--- src/rtl/nrfice_pkg.sv ---
// Shared command codes and FSM state encoding for the SPI-to-RAM bridge.
package nrfice_pkg;

    localparam logic [7:0] CMD_WRITE = 8'h02;
    localparam logic [7:0] CMD_READ  = 8'h03;

    typedef enum logic [2:0] {
        IDLE,
        CMD,
        ADDR,
        WR_DATA,
        RD_DATA,
        DISCARD
    } state_t;

endpackage

--- src/rtl/spi_ram_bridge_if.sv ---
// RAM-side bus of the bridge: word address, write data/strobe, access enable, read data.
interface spi_ram_bridge_if;

    logic [7:0]  addr_o;
    logic [15:0] wr_data_o;
    logic        wr_en_o;
    logic        clk_en_o;
    logic [15:0] rd_data_i;

    modport master (output addr_o, wr_data_o, wr_en_o, clk_en_o, input rd_data_i);
    modport slave  (input addr_o, wr_data_o, wr_en_o, clk_en_o, output rd_data_i);

endinterface

--- src/rtl/spi_sync_edge.sv ---
// Multi-flop synchroniser for one asynchronous SPI pin with rise/fall detection
// taken from the synchronised level.
module spi_sync_edge #(
    parameter int STAGES   = 2,
    parameter bit IDLE_VAL = 1'b0
) (
    input  logic clock,
    input  logic reset,
    input  logic din,
    output logic level,
    output logic rise,
    output logic fall
);

    logic [STAGES-1:0] sync;
    logic              prev;

    always_ff @(posedge clock) begin
        if (reset) begin
            sync <= {STAGES{IDLE_VAL}};
            prev <= IDLE_VAL;
        end else begin
            sync <= {sync[STAGES-2:0], din};
            prev <= sync[STAGES-1];
        end
    end

    assign level = sync[STAGES-1];
    assign rise  = level & ~prev;
    assign fall  = ~level & prev;

endmodule

--- src/rtl/spi_ram_bridge.sv ---
// SPI mode-0 slave that turns write (0x02) / read (0x03) frames into single-cycle
// accesses on a 16-bit word RAM with auto-incrementing 8-bit address.
//
// state   | meaning
// IDLE    | waiting for a fresh cs_n fall
// CMD     | shifting in the command byte
// ADDR    | shifting in the start address byte
// WR_DATA | assembling 16-bit words, one RAM write per word
// RD_DATA | shifting prefetched words out on miso
// DISCARD | illegal command, ignore bits until cs_n rises
module spi_ram_bridge
    import nrfice_pkg::*;
#(
    parameter int SYNC_STAGES = 2,
    parameter int RD_LATENCY  = 1
) (
    input  logic             clock,
    input  logic             reset,
    input  logic             sclk_i,
    input  logic             cs_n_i,
    input  logic             mosi_i,
    output logic             miso_o,
    output logic             frame_err_o,
    spi_ram_bridge_if.master ram
);

    localparam logic [1:0] RD_WAIT    = 2'(RD_LATENCY);
    localparam logic [1:0] SETTLE_CNT = 2'(SYNC_STAGES);

    logic sclk_rise, sclk_fall;
    logic cs_lvl, cs_rise, cs_fall;
    logic mosi_lvl;

    spi_sync_edge #(.STAGES(SYNC_STAGES), .IDLE_VAL(1'b0)) u_sync_sclk (
        .clock(clock), .reset(reset), .din(sclk_i),
        .level(), .rise(sclk_rise), .fall(sclk_fall)
    );
    spi_sync_edge #(.STAGES(SYNC_STAGES), .IDLE_VAL(1'b1)) u_sync_cs (
        .clock(clock), .reset(reset), .din(cs_n_i),
        .level(cs_lvl), .rise(cs_rise), .fall(cs_fall)
    );
    spi_sync_edge #(.STAGES(SYNC_STAGES), .IDLE_VAL(1'b0)) u_sync_mosi (
        .clock(clock), .reset(reset), .din(mosi_i),
        .level(mosi_lvl), .rise(), .fall()
    );

    state_t      state;
    logic [3:0]  bit_cnt;
    logic [14:0] shift_in;
    logic [15:0] shift_out;
    logic        is_read;
    logic        rd_busy;
    logic [1:0]  rd_cnt;
    logic [1:0]  settle;
    logic        armed;
    logic [7:0]  byte_in;
    logic [15:0] word_in;

    assign byte_in = {shift_in[6:0], mosi_lvl};
    assign word_in = {shift_in, mosi_lvl};

    always_ff @(posedge clock) begin
        if (reset) begin
            state         <= IDLE;
            bit_cnt       <= '0;
            shift_in      <= '0;
            shift_out     <= '0;
            is_read       <= 1'b0;
            rd_busy       <= 1'b0;
            rd_cnt        <= '0;
            settle        <= '0;
            armed         <= 1'b0;
            ram.addr_o    <= '0;
            ram.wr_data_o <= '0;
            ram.wr_en_o   <= 1'b0;
            ram.clk_en_o  <= 1'b0;
            miso_o        <= 1'b0;
            frame_err_o   <= 1'b0;
        end else begin
            ram.wr_en_o  <= 1'b0;
            ram.clk_en_o <= 1'b0;
            frame_err_o  <= 1'b0;

            // A cs_n already low when reset is released must not look like a frame start.
            if (settle != SETTLE_CNT) settle <= settle + 2'd1;
            else if (cs_lvl)          armed  <= 1'b1;

            // Post-increment after a write so the strobe cycle carries the word's own address.
            if (ram.wr_en_o) ram.addr_o <= ram.addr_o + 8'd1;

            if (rd_busy) begin
                if (rd_cnt == 2'd0) begin
                    shift_out <= ram.rd_data_i;
                    rd_busy   <= 1'b0;
                end else begin
                    rd_cnt <= rd_cnt - 2'd1;
                end
            end

            if (sclk_rise) shift_in <= {shift_in[13:0], mosi_lvl};

            if (state != IDLE && cs_rise) begin
                state       <= IDLE;
                miso_o      <= 1'b0;
                rd_busy     <= 1'b0;
                bit_cnt     <= '0;
                frame_err_o <= (state == ADDR) || (state != DISCARD && bit_cnt != 4'd0);
            end else begin
                case (state)
                    IDLE: begin
                        miso_o  <= 1'b0;
                        bit_cnt <= '0;
                        if (cs_fall && armed) state <= CMD;
                    end
                    CMD: if (sclk_rise) begin
                        bit_cnt <= bit_cnt + 4'd1;
                        if (bit_cnt == 4'd7) begin
                            bit_cnt <= '0;
                            if (byte_in == CMD_WRITE || byte_in == CMD_READ) begin
                                state   <= ADDR;
                                is_read <= (byte_in == CMD_READ);
                            end else begin
                                state       <= DISCARD;
                                frame_err_o <= 1'b1;
                            end
                        end
                    end
                    ADDR: if (sclk_rise) begin
                        bit_cnt <= bit_cnt + 4'd1;
                        if (bit_cnt == 4'd7) begin
                            bit_cnt    <= '0;
                            ram.addr_o <= byte_in;
                            if (is_read) begin
                                state        <= RD_DATA;
                                ram.clk_en_o <= 1'b1;
                                rd_busy      <= 1'b1;
                                rd_cnt       <= RD_WAIT;
                            end else begin
                                state <= WR_DATA;
                            end
                        end
                    end
                    WR_DATA: if (sclk_rise) begin
                        bit_cnt <= bit_cnt + 4'd1;
                        if (bit_cnt == 4'd15) begin
                            ram.wr_data_o <= word_in;
                            ram.wr_en_o   <= 1'b1;
                            ram.clk_en_o  <= 1'b1;
                        end
                    end
                    RD_DATA: begin
                        if (sclk_rise) begin
                            bit_cnt <= bit_cnt + 4'd1;
                            if (bit_cnt == 4'd15) begin
                                ram.addr_o   <= ram.addr_o + 8'd1;
                                ram.clk_en_o <= 1'b1;
                                rd_busy      <= 1'b1;
                                rd_cnt       <= RD_WAIT;
                            end
                        end
                        if (sclk_fall) begin
                            miso_o    <= shift_out[15];
                            shift_out <= {shift_out[14:0], 1'b0};
                        end
                    end
                    DISCARD: miso_o <= 1'b0;
                    default: state <= IDLE;
                endcase
            end
        end
    end

endmodule

--- src/flat_wrapper.sv ---
// flat-port wrapper written by rule: the top's interface ports become plain ports
module spi_ram_bridge_flat import nrfice_pkg::*;
#(
    parameter int SYNC_STAGES = 2,
    parameter int RD_LATENCY  = 1
)
  (clock, reset, sclk_i, cs_n_i, mosi_i, miso_o, frame_err_o, ram_addr_o, ram_wr_data_o, ram_wr_en_o, ram_clk_en_o, ram_rd_data_i);
  spi_ram_bridge_if ram_i ();
  input  logic clock;
  input  logic reset;
  input  logic sclk_i;
  input  logic cs_n_i;
  input  logic mosi_i;
  output logic miso_o;
  output logic frame_err_o;
  output wire logic [$bits(ram_i.addr_o)-1:0] ram_addr_o;
  output wire logic [$bits(ram_i.wr_data_o)-1:0] ram_wr_data_o;
  output wire logic [$bits(ram_i.wr_en_o)-1:0] ram_wr_en_o;
  output wire logic [$bits(ram_i.clk_en_o)-1:0] ram_clk_en_o;
  input wire logic [$bits(ram_i.rd_data_i)-1:0] ram_rd_data_i;
  assign ram_addr_o = ram_i.addr_o;
  assign ram_wr_data_o = ram_i.wr_data_o;
  assign ram_wr_en_o = ram_i.wr_en_o;
  assign ram_clk_en_o = ram_i.clk_en_o;
  assign ram_i.rd_data_i = ram_rd_data_i;
  spi_ram_bridge #(.SYNC_STAGES(SYNC_STAGES), .RD_LATENCY(RD_LATENCY)) u_core (.clock(clock), .reset(reset), .sclk_i(sclk_i), .cs_n_i(cs_n_i), .mosi_i(mosi_i), .miso_o(miso_o), .frame_err_o(frame_err_o), .ram(ram_i));
endmodule
--- config.mk ---
export PLATFORM = sky130hd
export DESIGN_NAME = spi_ram_bridge_flat
export DESIGN_NICKNAME = d
export VERILOG_FILES = /design/src/rtl/nrfice_pkg.sv /design/src/rtl/spi_ram_bridge_if.sv /design/src/rtl/spi_sync_edge.sv /design/src/rtl/spi_ram_bridge.sv /design/src/flat_wrapper.sv
export SDC_FILE = /design/constraint.sdc
export NUM_CORES = 1
export LEC_CHECK = 0
export BUFFER_PORTS_ARGS = -buffer_cell sky130_fd_sc_hd__buf_2
export CAP_MARGIN = 20
export CELL_PAD_IN_SITES_DETAIL_PLACEMENT = 0
export CELL_PAD_IN_SITES_GLOBAL_PLACEMENT = 1
export CORE_MARGIN = 2
export CORE_UTILIZATION = 47
export DETAILED_ROUTE_END_ITERATION = 8
export GPL_TIMING_DRIVEN = 1
export PLACE_DENSITY_LB_ADDON = 0.1
export SLEW_MARGIN = 15
export SYNTH_ARGS = -nofsm -noshare
export SYNTH_HDL_FRONTEND = slang
export SYNTH_SLANG_ARGS = --single-unit
--- constraint.sdc ---
create_clock -name clock -period 3.99 [get_ports clock]
set_input_delay 0.5985 -clock clock [delete_from_list [all_inputs] [get_ports clock]]
set_output_delay 0.5985 -clock clock [all_outputs]
set_load 0.02 [all_outputs]
# Word level (Yosys, flattened, before mapping)
# Index checks and enable logic that the tools add are counted.
[word_totals]
register_bits = 81
inputBits = 21
out_inout_bits = 28
wordCells = 132
[classes]
add_sub_neg = 4
eq_ne = 19
mux = 54
bitwise = 12
n_reduce_logical = 23
[op_table]
columns = ["cell", "n"]
rows = [
  ["$mux 16", 5],
  ["$mux 8", 6],
  ["$mux 3", 7],
  ["$mux 1", 18],
  ["$eq 8x2->1 const B", 2],
  ["$mux 2", 8],
  ["$pmux 8 s2", 1],
  ["$ne 2x1->1 const B", 7],
  ["$mux 4", 3],
  ["$pmux 3 s4", 1],
  ["$pmux 4 s3", 1],
  ["$add 8x1->8 const B", 1],
  ["$not 1->1", 8],
  ["$reduce_or 2->1", 4],
  ["$eq 3x2->1 const B", 2],
  ["$eq 3x3->1 const B", 2],
  ["$pmux 1 s2", 3],
  ["$reduce_and 6->1", 1],
  ["$reduce_bool 3->1", 2],
  ["$reduce_or 3->1", 2],
  ["$reduce_and 5->1", 1],
  ["$add 4x1->4 const B", 1],
  ["$and 1x1->1", 4],
  ["$eq 4x3->1 const B", 1],
  ["16 further kinds", 21],
]

# Depth between registers and ports, before layout
[depth]
depth_word = 8
mapped_depth = 8
depth_no_buf = 6

# Cells and area by module
# Synthesis repeated with hierarchy kept, for this count alone.
[hier_totals]
cells_unflattened = 423
hier_area_um2 = 3832.4
[modules_own_cells]
columns = ["mod", "n_inst", "cells_each", "area_per_inst_um2"]
rows = [
  ["spi_ram_bridge", 1, 399, 3557.2],
  ["spi_sync_edge (u_core.u_sync_mosi ...)", 2, 8, 91.3],
  ["spi_sync_edge (u_core.u_sync_cs)", 1, 8, 92.6],
]

# Least setup slack after synthesis
# Ideal clock, no wire load.
[synth_path]
kind = "register -> register"
startpoint = "register u_core.bit_cnt[1]"
endpoint = "register u_core.ram.wr_data_o[10]"
setup_ns = 0.128
arrival_ns = 1.627
required_ns = 3.862
slack_ns = 2.235
stages_incl_launch_ff = 8
n_path_buf = 1
synth_period_minus_slack_ns = 1.755
cell_sequence = "dfxtp_1 -> ha_1 -> nand4b_2 -> nor2_2 -> nand4_4 -> buf_2 -> mux2i_1 -> nor2_1"
[synth_via]
elab_chain_cells = 2
[synth_lines]
columns = ["element", "line", "text"]
rows = [
  ["start, declared", "spi_ram_bridge.sv:48", "logic [3:0] bit_cnt;"],
  ["start signal, assigned", "spi_ram_bridge.sv:116", "bit_cnt <= bit_cnt + 4'd1;"],
  ["start signal, assigned", "spi_ram_bridge.sv:129", "bit_cnt <= bit_cnt + 4'd1;"],
  ["start signal, assigned", "spi_ram_bridge.sv:144", "bit_cnt <= bit_cnt + 4'd1;"],
  ["$eq 4x4->1", "spi_ram_bridge.sv:145", "if (bit_cnt == 4'd15) begin"],
  ["$reduce_and 4->1 (no line)", "--", ""],
  ["end signal, assigned", "spi_ram_bridge.sv:146", "ram.wr_data_o <= word_in;"],
  ["end, declared", "spi_ram_bridge_if.sv:10", "modport master (output addr_o, wr_data_o, wr_en_o, clk_en_o, input rd_data_i);"],
]
# Every way passes these cells.
# A chain may end at the register's enable or synchronous reset.

# Worst setup path after layout
[layout_path]
startpoint = "register u_core.state[1]"
endpoint = "register u_core.ram.addr_o[6]"
[layout_via]
elab_chain_cells = 3
[layout_lines]
columns = ["element", "line", "text"]
rows = [
  ["start, declared", "spi_ram_bridge.sv:47", "state_t state;"],
  ["start signal, assigned", "spi_ram_bridge.sv:64", "state <= IDLE;"],
  ["start signal, assigned", "spi_ram_bridge.sv:103", "state <= IDLE;"],
  ["start signal, assigned", "spi_ram_bridge.sv:113", "if (cs_fall && armed) state <= CMD;"],
  ["$eq 3x3->1 (tied with other cells)", "spi_ram_bridge.sv:109", "case (state)"],
  ["$pmux 8 s2 / $logic_and 1x1->1 (equally long branches)", "spi_ram_bridge.sv:109, spi_ram_bridge.sv:102", ""],
  ["$mux 8 *", "spi_ram_bridge.sv:102", "if (state != IDLE && cs_rise) begin"],
  ["end signal, assigned", "spi_ram_bridge.sv:89", "if (ram.wr_en_o) ram.addr_o <= ram.addr_o + 8'd1;"],
  ["end signal, assigned", "spi_ram_bridge.sv:132", "ram.addr_o <= byte_in;"],
  ["end signal, assigned", "spi_ram_bridge.sv:155", "ram.addr_o <= ram.addr_o + 8'd1;"],
  ["end, declared", "spi_ram_bridge_if.sv:10", ""],
]
# Mark *: on every way between the ends. The rest lies on a longest branch, timed or not.

==> load_flow_metrics.sql <==
INSERT INTO impl_metrics (metric_group, metric, value, unit) VALUES
('floorplanning', 'die-width', '93.01', 'µm'),
('pwr', 'switching_share', '22.99', '%'),
('timing', 'max_clock_freq', '421.6', 'MHz'),
('drt', 'drt.antenna.violating_nets', '0', ''),
('clock_tree', 'clock_tree.root_cell', 'sky130_fd_sc_hd__clkbuf_8', ''),
('floorplanning', 'die-area', '8651', 'µm²'),
('pwr', 'combinational_share_of_power', '6.6', '%'),
('layout', 'fin_util', '54.69', '%'),
('pwr', 'total_leakage_power', '1.730', 'nW'),
('timing', 'rsz_0062_raised_after_global_routing', 'no', ''),
('pwr', 'p_total', '1.673', 'mW'),
('floorplanning', 'start_util', '48.44', '%'),
('pwr', 'clkPwrFrac', '43.0', '%'),
('layout', 'antenna_fix_cells', '0', ''),
('placement', 'place.port_buffers', '48', ''),
('clock_tree', 'setup_fix_bufs_post_cts', '0', ''),
('yosys', 'netlist_area', '3724', 'µm²'),
('yosys', 'synth_nets', '446', ''),
('worst_setup_path', 'worst-endpoint-arrival', '2640', 'ps'),
('yosys', 'post_synth_main_area_contributors', 'sky130_fd_sc_hd__dfxtp_1 44%, sky130_fd_sc_hd__mux2i_1 8.9%, sky130_fd_sc_hd__nor2_1 5.2%', ''),
('clock_tree', 'cts_made_buffers', '9', ''),
('yosys', 'seq_area_frac_synth', '43.55', '%'),
('run', 'max_cap_violations', '0', ''),
('drt', 'drt_iter0_markers', '162', ''),
('timing', 'setup_viol', '0', ''),
('layout', 'fill_cells', '760', ''),
('floorplanning', 'fp.dieH', '93.01', 'µm'),
('yosys', 'synth_edf_count', '0', ''),
('clock_tree', 'post_cts_resize_count', '0', ''),
('floorplanning', 'io_pins', '49', ''),
('layout', 'layout_common_cells', '81 x sky130_fd_sc_hd__dfxtp_1, 52 x sky130_fd_sc_hd__nor2_1, 48 x sky130_fd_sc_hd__buf_2, 43 x sky130_fd_sc_hd__nand2_1, 33 x sky130_fd_sc_hd__mux2i_1', ''),
('pwr', 'power.sequential.fraction', '50.4', '%'),
('placement', 'gp_congestion', '0.8308', ''),
('clock_tree', 'cts_tree', 'built', ''),
('timing', 'tightest_slew', '1044', 'ps'),
('yosys', 'synth_cell_type_count', '56', ''),
('timing', 'totalNegativeSetupSlack', '0', 'ps'),
('drt', 'drt_pass_1_iters', '5', ''),
('drt', 'dr_total_vias', '3053', ''),
('worst_setup_path', 'crit_path_cells', 'or3b_1 > nor3_2 > a21oi_1 > nand2b_1 > a211oi_1', ''),
('yosys', 'synthDominantCellAreaShare', '43.55', '%'),
('pwr', 'worst_ir_drop_vdd', '0.2103', 'mV'),
('pwr', 'internal-power', '1.288', 'mW'),
('drt', 'routed_via_density', '5.462', ''),
('worst_setup_path', 'startpoint_type', 'flop', ''),
('worst_setup_path', 'crit_fanout', '20', ''),
('yosys', 'synth.yosys.warnings', '0', ''),
('clock_tree', 'h-tree-depth', '3', ''),
('worst_setup_path', 'count_of_buffer_and_inverter_cells_on_the_critical_path', '0', ''),
('clock_tree', 'clkTransAtPathRegs', '80', 'ps'),
('timing', 'relSlewSlack', '29.93', '%'),
('global_route', 'overflow', '0', ''),
('worst_setup_path', 'critical_path.top_delay_family', 'simple AND/OR/NAND/NOR gates', ''),
('layout', 'area_growth', '12.90', '%'),
('global_route', 'grt_max_degree', '65', ''),
('global_route', 'grt_antenna_before_repair', '0', ''),
('worst_setup_path', 'cpMaxStageDelayCell', 'sky130_fd_sc_hd__dfxtp_1', ''),
('pwr', 'total_net_switching_power', '0.3846', 'mW'),
('worst_setup_path', 'criticalPathCategory', 'reg -> reg', ''),
('layout', 'layout-drive-gt1-share', '17.72', '%'),
('timing', 'slew_viol_final', '0', ''),
('yosys', 'synth-async-reset-ratio', '0', '%'),
('timing', 'layout_worst_path_cycle_share', '59.45', '%'),
('clock_tree', 'clockBufferDepth', '2', ''),
('timing', 'post-route-min-period', '2372', 'ps'),
('worst_setup_path', 'crit_required', '4260', 'ps'),
('yosys', 'ys_seq_elements', '81', ''),
('global_route', 'groute.usage.overall', '19.69', '%'),
('yosys', 'synth_area_leader', 'sky130_fd_sc_hd__dfxtp_1', ''),
('outcome', 'outcome', 'finished, final reports clean', ''),
('layout', 'design.final.nets', '477', '');
[sequential cells by signal (all words and copies together), names as in the netlist, 2 cells and up]
register	flops
u_core.ram.wr_data_o	16
u_core.shift_out	16
u_core.shift_in	15
u_core.ram.addr_o	8
u_core.bit_cnt	4
u_core.state	3
u_core.rd_cnt	2
u_core.settle	2
u_core.u_sync_cs.sync	2
u_core.u_sync_mosi.sync	2
u_core.u_sync_sclk.sync	2
[path summary, 6_finish.rpt]
path / startpoint / to / slack [ps] / cells after the start
max reg2reg: u_core.state[1] / u_core.ram.addr_o[6] / 1620 / 5
min reg2reg: u_core.u_sync_cs.sync[0] / u_core.u_sync_cs.sync[1] / 420 / 1
max: u_core.state[1] / u_core.ram.addr_o[6] / 1620 / 5
min: u_core.u_sync_cs.sync[0] / u_core.u_sync_cs.sync[1] / 420 / 1
[through the flow]
step	setup slack [ps]	cells	hold WS, ps	area [µm²]
floorplan	2235	421	389.5	3724
global placement	1706	543	394.5	3963
detailed placement	1699	543	404.5	3963
CTS	1659	559	411.2	4204
global route	1478	559	407.3	4204
finish	1618	559	418.2	4204
[cells by family after synthesis]
group | count (synthesis) | synth area share [%]
fa+ha+maj | 5 | 1.613
simple gates | 164 | 22.31
buf+inv | 39 | 4.838
mux | 35 | 9.476
compound gates | 80 | 14.21
xor+xnor | 17 | 3.999
flops | 81 | 43.55
[power groups by stage]
stage / sequential, mW / combinational (mW) / clock, mW
floorplan: 0.854 / 0.0879 / 0
global placement: 0.861 / 0.107 / 0
detailed placement: 0.862 / 0.111 / 0
CTS: 0.843 / 0.112 / 0.742
global route: 0.846 / 0.129 / 0.782
finish: 0.843 / 0.111 / 0.719
[metal layers]
metal | GRT usage, % | wire [µm] | vias to the layer above | part of all wire (%)
met2 | 29.83 | 3658 | 76 | 45
met5 | 0 | 0 | - | 0
met1 | 27.40 | 3920 | 1428 | 48
li1 | - | - | 1536 | -
met3 | 3.787 | 350 | 13 | 4.3
met4 | 8.456 | 161 | 0 | 2.0
[synth_stat cells, types with 3 or more instances]
library cell               instances
sky130_fd_sc_hd__nand2_1          43
sky130_fd_sc_hd__clkbuf_1         17
sky130_fd_sc_hd__o22ai_1           3
sky130_fd_sc_hd__o21ai_1           9
sky130_fd_sc_hd__xor2_1            9
sky130_fd_sc_hd__nand3_1          14
sky130_fd_sc_hd__nand4_1           3
sky130_fd_sc_hd__a211oi_1         18
sky130_fd_sc_hd__o21ai_0           6
sky130_fd_sc_hd__ha_1              4
sky130_fd_sc_hd__a222oi_1          3
sky130_fd_sc_hd__buf_6             3
sky130_fd_sc_hd__nor2b_1          12
sky130_fd_sc_hd__buf_2             9
sky130_fd_sc_hd__nand2b_1          5
sky130_fd_sc_hd__nor2_1           52
sky130_fd_sc_hd__nor4_1            3
sky130_fd_sc_hd__xnor2_1           8
sky130_fd_sc_hd__inv_1             9
sky130_fd_sc_hd__a21oi_1          24
sky130_fd_sc_hd__mux2i_1          33
sky130_fd_sc_hd__dfxtp_1          81
sky130_fd_sc_hd__or3_1             3
sky130_fd_sc_hd__or2_2             3
sky130_fd_sc_hd__and3_1            3
sky130_fd_sc_hd__nor3_1            7
[layout make-up]
cell class,instances,area (µm²),share of cell area [%]
multi-input combinational,301,1924,45.77
sequential,81,1622,38.57
timing repair buffer,50,255.2,6.071
clock buffer,10,127.6,3.036
tap,102,127.6,3.036
clock inverter,6,113.9,2.708
inverter,9,33.78,0.8036
Note: power is estimated with default switching activity, not from simulation.
